`config.mk`:
```
export PLATFORM = sky130hd
export DESIGN_NAME = ucie_ctl_adapter_sb_cfg_tx
export DESIGN_NICKNAME = d
export VERILOG_FILES = /design/src/rtl/ucie_ctl_sb_pkg.sv /design/src/rtl/ucie_ctl_sb_credit_counter.sv /design/src/rtl/ucie_ctl_adapter_sb_cfg_tx.sv
export SDC_FILE = /design/constraint.sdc
export NUM_CORES = 1
export LEC_CHECK = 0
export BUFFER_PORTS_ARGS = -buffer_cell sky130_fd_sc_hd__buf_2
export CAP_MARGIN = 25
export CELL_PAD_IN_SITES_DETAIL_PLACEMENT = 1
export CELL_PAD_IN_SITES_GLOBAL_PLACEMENT = 1
export CORE_MARGIN = 5
export CORE_UTILIZATION = 30
export CTS_CLUSTER_DIAMETER = 40
export DETAILED_ROUTE_END_ITERATION = 8
export PLACE_DENSITY_LB_ADDON = 0.1
export SLEW_MARGIN = 20
export SYNTH_ARGS = -nofsm -noshare
export SYNTH_HDL_FRONTEND = slang
export SYNTH_HIERARCHICAL = 1
export SYNTH_SLANG_ARGS = --single-unit
```
`constraint.sdc`:
```
create_clock -name i_clk -period 12 [get_ports i_clk]
set_clock_uncertainty 0.1 [all_clocks]
set_input_delay 2.4 -clock i_clk [delete_from_list [all_inputs] [get_ports i_clk]]
set_output_delay 2.4 -clock i_clk [all_outputs]
set_load 0.1 [all_outputs]
```
`src/rtl/ucie_ctl_sb_pkg.sv`:
```
// Shared types and helpers for the UCIe adapter sideband transmit path.
package ucie_ctl_sb_pkg;

  localparam int unsigned SB_MSG_W = 64;

  typedef enum logic [1:0] {
    IDLE = 2'd0,
    HDR  = 2'd1,
    DATA = 2'd2,
    GAP  = 2'd3
  } sb_tx_state_e;

  // Number of lp_cfg beats needed for one message on an nc-bit bus.
  function automatic int unsigned beats_per_msg(input int unsigned nc, input logic has_data);
    int unsigned per_section;
    per_section = SB_MSG_W / nc;
    return has_data ? (2 * per_section) : per_section;
  endfunction

endpackage

```
`src/rtl/ucie_ctl_sb_credit_counter.sv`:
```
// Saturating PHY sideband credit counter with sticky overflow flag.
module ucie_ctl_sb_credit_counter #(
  parameter int unsigned CRD_MAX = 4,
  parameter int unsigned WIDTH   = 4
) (
  input  logic             i_clk,
  input  logic             i_rst,
  input  logic             i_inc,
  input  logic             i_dec,
  output logic [WIDTH-1:0] o_count,
  output logic             o_overflow
);

  localparam logic [WIDTH-1:0] MAX = WIDTH'(CRD_MAX);

  logic dec_ok;

  // A decrement never takes the count below zero.
  assign dec_ok = i_dec && (o_count != '0);

  always_ff @(posedge i_clk or posedge i_rst) begin
    if (i_rst) begin
      o_count    <= MAX;
      o_overflow <= 1'b0;
    end else if (i_inc && !dec_ok) begin
      if (o_count == MAX) begin
        o_overflow <= 1'b1;
      end else begin
        o_count <= o_count + WIDTH'(1);
      end
    end else if (dec_ok && !i_inc) begin
      o_count <= o_count - WIDTH'(1);
    end
  end

endmodule

```
`src/rtl/ucie_ctl_adapter_sb_cfg_tx.sv`:
```
// Adapter sideband transmit stage: buffers one message and serializes it onto
// the RDI lp_cfg bus, gated by PHY credits.
module ucie_ctl_adapter_sb_cfg_tx
  import ucie_ctl_sb_pkg::*;
#(
  parameter int unsigned NC      = 32,
  parameter int unsigned CRD_MAX = 4
) (
  input  logic                i_clk,
  input  logic                i_rst,
  input  logic                i_msg_valid,
  input  logic                i_msg_has_data,
  input  logic [SB_MSG_W-1:0] i_msg_hdr,
  input  logic [SB_MSG_W-1:0] i_msg_data,
  output logic                o_msg_ready,
  input  logic                i_rdi_pl_cfg_crd,
  output logic                o_rdi_lp_cfg_valid,
  output logic [NC-1:0]       o_rdi_lp_cfg,
  output logic [3:0]          o_crd_count,
  output logic                o_busy,
  output logic                o_crd_overflow
);

  localparam int unsigned BPS   = SB_MSG_W / NC;
  localparam int unsigned CNT_W = $clog2(BPS) + 1;
  localparam logic [CNT_W-1:0] LAST_BEAT = CNT_W'(BPS);

  if (!(NC == 8 || NC == 16 || NC == 32 || NC == 64)) begin : g_bad_nc
    $error("NC must be 8, 16, 32 or 64");
  end
  if (CRD_MAX < 1 || CRD_MAX > 15) begin : g_bad_crd
    $error("CRD_MAX must be in 1..15");
  end

  sb_tx_state_e          state;
  logic [SB_MSG_W-1:0]   buf_hdr;
  logic [SB_MSG_W-1:0]   buf_data;
  logic                  buf_has_data;
  logic                  buf_full;
  logic [2*SB_MSG_W-1:0] sreg;
  logic [CNT_W-1:0]      beat_cnt;
  logic                  has_data;
  logic                  accept;
  logic                  launch;
  logic                  buf_full_next;

  assign accept        = i_msg_valid & o_msg_ready;
  assign launch        = (state == IDLE) & buf_full & (o_crd_count != 4'd0);
  assign buf_full_next = accept | (buf_full & ~launch);

  ucie_ctl_sb_credit_counter #(
    .CRD_MAX (CRD_MAX),
    .WIDTH   (4)
  ) u_crd (
    .i_clk      (i_clk),
    .i_rst      (i_rst),
    .i_inc      (i_rdi_pl_cfg_crd),
    .i_dec      (launch),
    .o_count    (o_crd_count),
    .o_overflow (o_crd_overflow)
  );

  // Single-entry holding buffer; ready is registered from the next fill state.
  always_ff @(posedge i_clk or posedge i_rst) begin
    if (i_rst) begin
      buf_hdr      <= '0;
      buf_data     <= '0;
      buf_has_data <= 1'b0;
      buf_full     <= 1'b0;
      o_msg_ready  <= 1'b1;
    end else begin
      if (accept) begin
        buf_hdr      <= i_msg_hdr;
        buf_data     <= i_msg_has_data ? i_msg_data : '0;
        buf_has_data <= i_msg_has_data;
      end
      buf_full    <= buf_full_next;
      o_msg_ready <= ~buf_full_next;
    end
  end

  // Serializer: header slices LSB-first, optional data slices, then one idle GAP cycle.
  always_ff @(posedge i_clk or posedge i_rst) begin
    if (i_rst) begin
      state              <= IDLE;
      sreg               <= '0;
      beat_cnt           <= '0;
      has_data           <= 1'b0;
      o_rdi_lp_cfg_valid <= 1'b0;
      o_rdi_lp_cfg       <= '0;
      o_busy             <= 1'b0;
    end else begin
      o_busy <= buf_full_next | launch | (state == HDR) | (state == DATA);
      case (state)
        IDLE: begin
          if (launch) begin
            sreg               <= {buf_data, buf_hdr} >> NC;
            o_rdi_lp_cfg       <= buf_hdr[NC-1:0];
            o_rdi_lp_cfg_valid <= 1'b1;
            beat_cnt           <= CNT_W'(1);
            has_data           <= buf_has_data;
            state              <= HDR;
          end
        end
        HDR, DATA: begin
          if (beat_cnt == LAST_BEAT) begin
            if (state == HDR && has_data) begin
              o_rdi_lp_cfg <= sreg[NC-1:0];
              sreg         <= sreg >> NC;
              beat_cnt     <= CNT_W'(1);
              state        <= DATA;
            end else begin
              o_rdi_lp_cfg_valid <= 1'b0;
              o_rdi_lp_cfg       <= '0;
              beat_cnt           <= '0;
              state              <= GAP;
            end
          end else begin
            o_rdi_lp_cfg <= sreg[NC-1:0];
            sreg         <= sreg >> NC;
            beat_cnt     <= beat_cnt + CNT_W'(1);
          end
        end
        GAP: begin
          state <= IDLE;
        end
        default: begin
          state <= IDLE;
        end
      endcase
    end
  end

endmodule

```
==> impl_metrics.py, run 1 <==
metrics = {
    "logic_synthesis": {
        "synthCells": 1038,
        "syn_nets": 1178,
        "yosysUniqueCellTypes": 43,
        "synthArstFlopShare": 1.000,
        "ys_seq_elements": 271,
        "ys_seq_area_frac": 0.5967,
        "ys.flop_type": "dfrtp_1",
        "synth_edf_count": 0,
        "ys_warn_count": 6,
        "syn_area_um2": 11370,
        "postSynthAreaPerCell_um2": 10.95,
    },
    "cells_and_area": {
        "final_cell_mix": "dfrtp_1, buf_2, nand2_1",
        "num_antenna_cells": 0,
        "regArea_um2": 6784,
        "nets": 1331,
        "drive_above_1_share": 0.2847,
        "final_common_cell": "dfrtp_1",
        "fillers": 4182,
        "stdcell_count": 1737,
        "multi_input_area_um2": 4244,
        "syn_to_final_growth_pct": 25.91,
    },
    "detailed_routing": {
        "routedWlPerCell_um": 19.71,
        "ant_nets": 0,
        "vias": 8430,
        "drt_first_pass_iters": 4,
        "drtIter0Drc": 360,
        "drc_errors": 0,
        "finalWirelength_mm": 34.24,
        "vias_per_cell": 4.853,
    },
    "worst_setup_path": {
        "crit_chain": "buf_2",
        "cp_slowest_stage_delay_ns": 0.64,
        "cp_num_buf_inv": 1,
        "critPathKind": "register to primary output",
        "critPathCaptureType": "primary output",
        "cpMaxStageDelayCell": "dfstp_2",
        "critPathMaxFanout": 8,
        "cpLargestDelayFamily": "flip-flops",
        "crit_path_start_kind": "register",
        "required_ns": 9.50,
        "cp.arrival_ns": 1.63,
    },
    "global_route": {
        "top_usage_layer": "met1",
        "grt_pass1_wl_mm": 54.72,
        "track_usage": 0.1636,
        "antenna_found_initial": 0,
        "met3_usage": 0.03055,
        "grt_pass1_vias": 9044,
        "grt_max_degree": 152,
        "use_met2": 0.2272,
        "grt-ovfl-total": 0,
        "use_met1": 0.2627,
    },
    "clock_tree": {
        "path_clk_slew_ns": 0.05,
        "clk_path_buf_depth": 3,
        "postCtsSetupRepairBufs": 0,
        "clockRootBuffer": "clkbuf_16",
        "cts_tree": "built",
        "cts-htree-levels": 2,
        "postCtsHoldBufs": 0,
        "cts_sinks": 271,
        "clkLatencyLatePin_ns": 0.53,
        "cts_buffers": 46,
        "post_cts_resized": 0,
    },
    "timing": {
        "final_max_slew_viol_count": 0,
        "fmax_mhz": 241.9,
        "rsz0062_at_grt": "no",
        "worst_slew_pin_slew_ns": 0.9975,
        "timing.final.hold_violations": 0,
        "fin_crit_sh": 0.3445,
        "finalSetupTns_ns": 0,
        "post-route-min-period_ns": 4.134,
        "setup_viol": 0,
        "relSlewSlack": 0.3350,
    },
    "die": {
        "row_count": 71,
        "die_h_um": 204.7,
        "die_area_um2": 41890,
        "start_util": 0.3025,
        "num_io_pins": 173,
        "dieWidth_um": 204.7,
        "coreArea_um2": 37580,
    },
    "power": {
        "sw_frac_of_total": 0.4299,
        "ir_drop_mv": 0.1194,
        "power.share.clock": 0.284,
        "pwr-share-seq": 0.337,
        "power_frac_comb": 0.379,
        "leakagePower_nw": 6.695,
        "internal_power_mw": 2.735,
        "p_sw_mw": 2.062,
        "p_per_area_nw_per_um2": 335.2,
    },
    "placement": {
        "dp.cells": 1654,
        "gp_congestion": 0.7009,
        "dpl.hpwl_mm": 21.92,
        "port_buffers": 172,
    },
    "run": {
        "maxCapViolCount": 0,
    },
    "run_status": {
        "outcome": "complete, no violations",
    },
    "min_path": {
        "hold_path_class": "register to register",
    },
}
## power groups by stage
stage	clock (mW)	sequential (mW)	combinational (mW)
finish	1.36	1.62	1.82
CTS	1.40	1.62	1.85
global route	1.44	1.67	1.99
detailed placement	0	1.64	1.85
global placement	0	1.63	1.82
floorplan	0	1.97	0.947
## cells in the mapped netlist (8+ instances only)
cell	instances	area share
nand2_1	141	0.047
a221o_1	32	0.028
and2_1	33	0.018
mux2_2	66	0.065
a22o_1	33	0.025
and3_1	34	0.019
a22oi_1	32	0.021
a21oi_1	31	0.014
o21ai_0	107	0.047
nor3_1	28	0.012
a31oi_1	38	0.021
dfrtp_1	269	0.59
buf_2	14	0.0062
inv_1	8	0.0026
clkbuf_1	63	0.021
nor2_1	57	0.019
## state kept, by name, indices dropped and copies added (netlist names), 2 cells and up
register       cells
buf_data          64
buf_hdr           64
beat_cnt           2
u_crd/o_count      4
state              2
o_rdi_lp_cfg      32
sreg              96
## cells by family after synthesis
group | synth area share
muxes | 0.06912
AOI/OAI and AO/OA | 0.1684
xor gates and xnor gates | 0.002312
buffers and inverters | 0.03192
adders and majority gates | 0.008364
and+or+nand+nor | 0.1232
DFF | 0.5967
## routing by layer
metal,wire (um),up-vias,share of wire
li1,-,4015,-
met1,18300,4195,0.53
met4,529,0,0.015
met2,13840,174,0.40
met5,0,-,0
met3,1580,46,0.046
## final cells by class
cell class	instances	share of cell area
sequential	271	0.4740
timing repair buffer	188	0.06941
clock buffer	57	0.08829
multi-input combinational	675	0.2965
tap	511	0.04467
inverter	9	0.002885
clock inverter	26	0.02430
## per-stage QoR
stage	cell area (um2)	setup WS, ns	utilization	power [mW]	hold slack [ns]
global placement	12700	7.815	0.3380	3.447	0.3558
CTS	14310	7.822	0.3809	4.877	0.3781
global route	14310	7.793	0.3809	5.102	0.4032
finish	14310	7.866	0.3809	4.797	0.3715
floorplan	11370	2.176	-	2.921	0.3423
detailed placement	12700	7.853	0.3380	3.487	0.3641
## final timing paths
kind	startpoint	endpoint	slack [ns]	cells past startpoint
max reg2reg	state[1]$_DFFE_PP0P_	sreg[21]$_DFFE_PP0P_	8.87	7
min reg2reg	u_crd/o_overflow$_DFFE_PP0P_	u_crd/o_overflow$_DFFE_PP0P_	0.37	1
min	u_crd/o_overflow$_DFFE_PP0P_	u_crd/o_overflow$_DFFE_PP0P_	0.37	1
min in group asynchronous	i_rst	u_crd/o_overflow$_DFFE_PP0P_	1.72	2
max	u_crd/o_count[2]$_DFFE_PP1P_	o_crd_count[2]	7.87	1
max in group asynchronous	i_rst	buf_hdr[7]$_DFFE_PP0P_	8.34	3
Note: power is estimated with default switching activity, not from simulation.
==> inputs of run 2 (changes only) <==
clock period = 4.1 ns   (was 12 ns; I/O delays follow)
==> impl_metrics.py, run 2 (synthesis results as in run 1) <==
metrics = {
    "timing": {
        "relSlewSlack": 0.4586,
        "fmax_mhz": 342.8,
        "finalSetupTns_ns": 0,
        "timing.final.hold_violations": 0,
        "setup_viol": 0,
        "holdWs_ns": 0.08661,
        "fin_crit_sh": 0.7114,
        "worst_slew_pin_slew_ns": 0.8121,
        "rsz0062_at_grt": "no",
        "final_max_slew_viol_count": 0,
        "post-route-min-period_ns": 2.917,
    },
    "die": {
        "dieWidth_um": 204.7,
        "num_io_pins": 173,
        "die_h_um": 204.7,
        "die_area_um2": 41890,
        "coreArea_um2": 37580,
        "start_util": 0.3025,
        "row_count": 71,
    },
    "clock_tree": {
        "clockRootBuffer": "clkbuf_16",
        "path_clk_slew_ns": 0.04,
        "postCtsSetupRepairBufs": 0,
        "postCtsHoldBufs": 0,
        "post_cts_resized": 0,
        "cts-htree-levels": 2,
        "cts_sinks": 271,
        "clkLatencyLatePin_ns": 0.56,
        "cts_tree": "built",
        "clk_path_buf_depth": 3,
        "cts_buffers": 48,
    },
    "worst_setup_path": {
        "cp_num_buf_inv": 2,
        "r2r_cells": 10,
        "cpMaxStageDelayCell": "dfstp_2",
        "crit_chain": "o41a_1 > nand2_1 > inv_1 > inv_1 > o21ai_0 > ha_1 > a21o_1 > a21oi_2 > mux2i_1 > a22o_1",
        "cp.depth": 10,
        "required_ns": 4.44,
        "critPathMaxFanout": 8,
        "critPathKind": "register to register",
        "cp_slowest_stage_delay_ns": 0.63,
        "critPathCaptureType": "register",
        "cpMostUsedCell": "inv_1",
        "cp.arrival_ns": 3.26,
        "crit_path_start_kind": "register",
        "cpLargestDelayFamily": "compound AO/OA/AOI/OAI gates",
    },
    "global_route": {
        "antenna_found_initial": 1,
        "grt_max_degree": 96,
        "met3_usage": 0.02976,
        "grt-ovfl-total": 0,
        "use_met2": 0.2373,
        "grt_pass1_vias": 9088,
        "track_usage": 0.1670,
        "top_usage_layer": "met1",
        "grt_pass1_wl_mm": 54.96,
        "use_met1": 0.2580,
    },
    "detailed_routing": {
        "drt_first_pass_iters": 6,
        "ant_nets": 0,
        "finalWirelength_mm": 34.36,
        "vias": 8471,
        "drc_errors": 0,
        "drtIter0Drc": 349,
        "routedWlPerCell_um": 19.68,
        "vias_per_cell": 4.852,
    },
    "placement": {
        "port_buffers": 172,
        "dpl_cell_area_um2": 12750,
        "dpl.hpwl_mm": 22.50,
        "gp_congestion": 0.7160,
    },
    "cells_and_area": {
        "final_common_cell": "dfrtp_1",
        "final_cell_mix": "dfrtp_1, buf_2, nand2_1",
        "design_area_um2": 14410,
        "multi_input_area_um2": 4244,
        "nets": 1338,
        "syn_to_final_growth_pct": 26.78,
        "fin_util": 0.3835,
        "fillers": 4107,
        "regArea_um2": 6784,
        "largest_reg_flops": 96,
        "num_antenna_cells": 0,
        "reg_top3": "sreg x96, buf_data x64, buf_hdr x64",
        "drive_above_1_share": 0.2866,
        "regMostFlops": "sreg",
    },
    "min_path": {
        "hold_path_class": "input pin to asynchronous set/reset pin",
    },
    "power": {
        "p_per_area_nw_per_um2": 972.5,
        "leakagePower_nw": 6.732,
        "p_total_mw": 14.02,
        "ir_drop_mv": 0.3948,
    },
    "run_status": {
        "outcome": "complete, no violations",
    },
    "run": {
        "maxCapViolCount": 0,
    },
}
==> run 2: cell types whose count changed in the layout (fill, tap and decap cells not counted), sizes merged <==
cell / delta
buf: +5
bufinv: -3
clkbuf: +13
clkinv: -7
clkinvlp: +3
inv: -2
==> run 2: power breakdown <==
group	leakage [nW]	switching (mW)	total, mW	internal [mW]
Clock	0.795	1.34	3.98	2.64
Sequential	3.47	0.867	4.73	3.86
Combinational	2.47	3.77	5.31	1.54
==> run 2: layout make-up <==
type / count / area share
flip-flops and latches: 271 / 0.4707
clock inverters: 17 / 0.01432
inverters: 9 / 0.002604
well taps: 511 / 0.04436
clock buffers: 70 / 0.09888
multi-input cells: 675 / 0.2945
repair buffers: 193 / 0.07466
==> run 2: worst paths after layout <==
| check | start | to | slack, ns |
|---|---|---|---|
| worst max-delay path | u_crd/o_count[2]$_DFFE_PP1P_ | u_crd/o_count[3]$_DFFE_PP0P_ | 1.18 |
| worst min-delay path | i_rst | u_crd/o_count[3]$_DFFE_PP0P_ | 0.09 |
| worst max register to register | u_crd/o_count[2]$_DFFE_PP1P_ | u_crd/o_count[3]$_DFFE_PP0P_ | 1.18 |
| worst min register to register | u_crd/o_overflow$_DFFE_PP0P_ | u_crd/o_overflow$_DFFE_PP0P_ | 0.37 |
| max in group asynchronous | i_rst | sreg[36]$_DFFE_PP0P_ | 2.85 |
| min in group i_clk | u_crd/o_overflow$_DFFE_PP0P_ | u_crd/o_overflow$_DFFE_PP0P_ | 0.37 |
==> run 2: per-layer routing <==
layer | part of all wire | vias up | wire, um
met1 | 0.51 | 4187 | 17670
met3 | 0.046 | 55 | 1580
li1 | - | 4056 | -
met2 | 0.42 | 171 | 14410
met5 | 0.00023 | - | 8
met4 | 0.020 | 2 | 694
==> run 2: metrics by stage <==
stage	std cells	setup WS, ns
final	1746	1.183
after CTS	1745	1.181
after global placement	1658	1.316
after global routing	1746	1.004
after floorplan	1038	-0.3307
after detailed placement	1658	1.189
==> inputs of run 3 (changes only) <==
clock period = 2.4 ns   (was 4.1 ns; I/O delays follow)
==> impl_metrics.py, run 3 (synthesis results as in run 1) <==
metrics = {
    "placement": {
        "dpl_cell_area_um2": 13130,
        "port_buffers": 172,
        "dp.cells": 1681,
        "dpl.hpwl_mm": 23.06,
        "gp_congestion": 0.7445,
    },
    "clock_tree": {
        "cts-htree-levels": 2,
        "clockRootBuffer": "clkbuf_16",
        "cts_buffers": 49,
        "clk_path_buf_depth": 3,
        "clkLatencyLatePin_ns": 0.53,
        "cts_tree": "built",
        "cts_sinks": 271,
        "path_clk_slew_ns": 0.06,
    },
    "timing": {
        "fin_crit_sh": 0.9637,
        "final_max_slew_viol_count": 0,
        "setup_viol": 0,
        "worst_slew_pin_slew_ns": 0.9515,
        "timing.final.hold_violations": 0,
        "rsz0062_at_grt": "yes",
        "relSlewSlack": 0.3657,
        "fmax_mhz": 432.4,
        "finalSetupTns_ns": 0,
        "post-route-min-period_ns": 2.313,
    },
    "min_path": {
        "hold_path_class": "input pin to register",
    },
    "run": {
        "maxCapViolCount": 0,
    },
    "power": {
        "ir_drop_mv": 0.6832,
        "p_per_area_nw_per_um2": 1683,
        "leakagePower_nw": 6.937,
    },
    "detailed_routing": {
        "vias_per_cell": 4.849,
        "dr_wl_met3_mm": 1.536,
        "drtIter0Drc": 343,
        "maxUsedRoutingLayer": "met4",
        "ant_nets": 0,
        "finalWirelength_mm": 34.60,
        "wl_met2_mm": 14.13,
        "drt_first_pass_iters": 4,
        "drc_errors": 0,
        "routedWlPerCell_um": 19.49,
        "vias": 8607,
        "met1_length_mm": 18.33,
    },
    "worst_setup_path": {
        "required_ns": 1.82,
        "critPathCaptureType": "primary output",
        "critPathKind": "register to primary output",
        "cp.arrival_ns": 1.73,
        "critPathMaxFanout": 7,
        "crit_path_start_kind": "register",
    },
    "cells_and_area": {
        "final_cell_mix": "dfrtp_1, buf_2, nand2_1",
        "final_common_cell": "dfrtp_1",
        "syn_to_final_growth_pct": 30.81,
        "fillers": 4142,
        "fin_util": 0.3957,
        "stdcell_count": 1775,
        "largest_reg_flops": 96,
        "reg_top3": "sreg x96, buf_data x64, buf_hdr x64",
        "drive_above_1_share": 0.3133,
        "num_antenna_cells": 0,
        "nets": 1368,
        "regMostFlops": "sreg",
        "design_area_um2": 14870,
    },
    "die": {
        "num_io_pins": 173,
        "start_util": 0.3025,
        "dieWidth_um": 204.7,
        "row_count": 71,
        "die_h_um": 204.7,
        "coreArea_um2": 37580,
        "die_area_um2": 41890,
    },
    "global_route": {
        "grt-ovfl-total": 0,
        "grt_pass1_wl_mm": 55.26,
        "track_usage": 0.1657,
        "antenna_found_initial": 0,
        "grt_max_degree": 112,
        "grt_pass1_vias": 9291,
    },
    "run_status": {
        "outcome": "complete, no violations",
    },
}
run 3: cell count changes in the layout (fill, tap and decap cells not counted), moves of 3 or more:
cell / delta
clkinvlp_4: +3
buf_12: +13
dfrtp_1: -3
bufinv_16: +3
clkbuf_8: -6
buf_4: +16
run 3: cell type report:
type / instances / area, um2 / share of cell area
Timing Repair Buffer: 222 / 1439 / 0.09676
Clock buffer: 62 / 1335 / 0.08978
Tap cell: 511 / 639.4 / 0.04300
Clock inverter: 25 / 340.3 / 0.02289
Inverter: 9 / 37.54 / 0.002524
Sequential cell: 271 / 6797 / 0.4570
Multi-Input combinational cell: 675 / 4283 / 0.2880
run 3: routing by layer:
layer,track usage,vias to the layer above
met2,0.2336,183
met5,0,-
met4,0.03924,0
met3,0.03103,43
li1,-,4117
met1,0.2613,4264
run 3: per-stage QoR:
stage	setup WS, ns	total power, mW	hold WS, ns
after floorplan	-1.691	14.69	0.1578
after global placement	0.09776	17.91	0.3192
after detailed placement	0.003926	18.13	0.3196
after CTS	0.006071	25.37	0.04341
after global routing	-0.04045	26.61	0.05740
final	0.08716	25.03	0.07791
run 3: worst max-delay path, cell delays in order (launching register included):
cell     delay (ns)
dfstp_4        0.60
buf_4          0.17
buf_2          0.44
run 3: path summary, 6_finish.rpt:
path,from,end,slack [ns],cells past startpoint
setup / recovery,u_crd/o_count[2]$_DFFE_PP1P_,o_crd_count[2],0.09,2
hold / removal,i_msg_hdr[35],buf_hdr[35]$_DFFE_PP0P_,0.08,2
setup reg to reg,u_crd/o_count[2]$_DFFE_PP1P_,u_crd/o_count[3]$_DFFE_PP0P_,0.11,10
hold reg to reg,buf_data[62]$_DFFE_PP0P_,buf_data[62]$_DFFE_PP0P_,0.38,2
max in group asynchronous,i_rst,buf_hdr[21]$_DFFE_PP0P_,1.03,4
min in group asynchronous,i_rst,buf_hdr[5]$_DFFE_PP0P_,0.33,3
run 3: timing repair:
action	in CTS	in global routing
endpoints found under the hold margin	8	0
pin swaps	3	5
hold buffers	1	0
resized for setup	0	2
setup buffers	2	4
setup endpoints to repair	1	1
run 3: report_power, final:
part	leakage (nW)	switching [mW]	internal [mW]	total, mW
sequential	3.46	1.42	6.62	8.04
combinational	2.67	6.74	3.24	9.98
clock	0.801	2.34	4.68	7.02
total	6.94	10.5	14.5	25.0
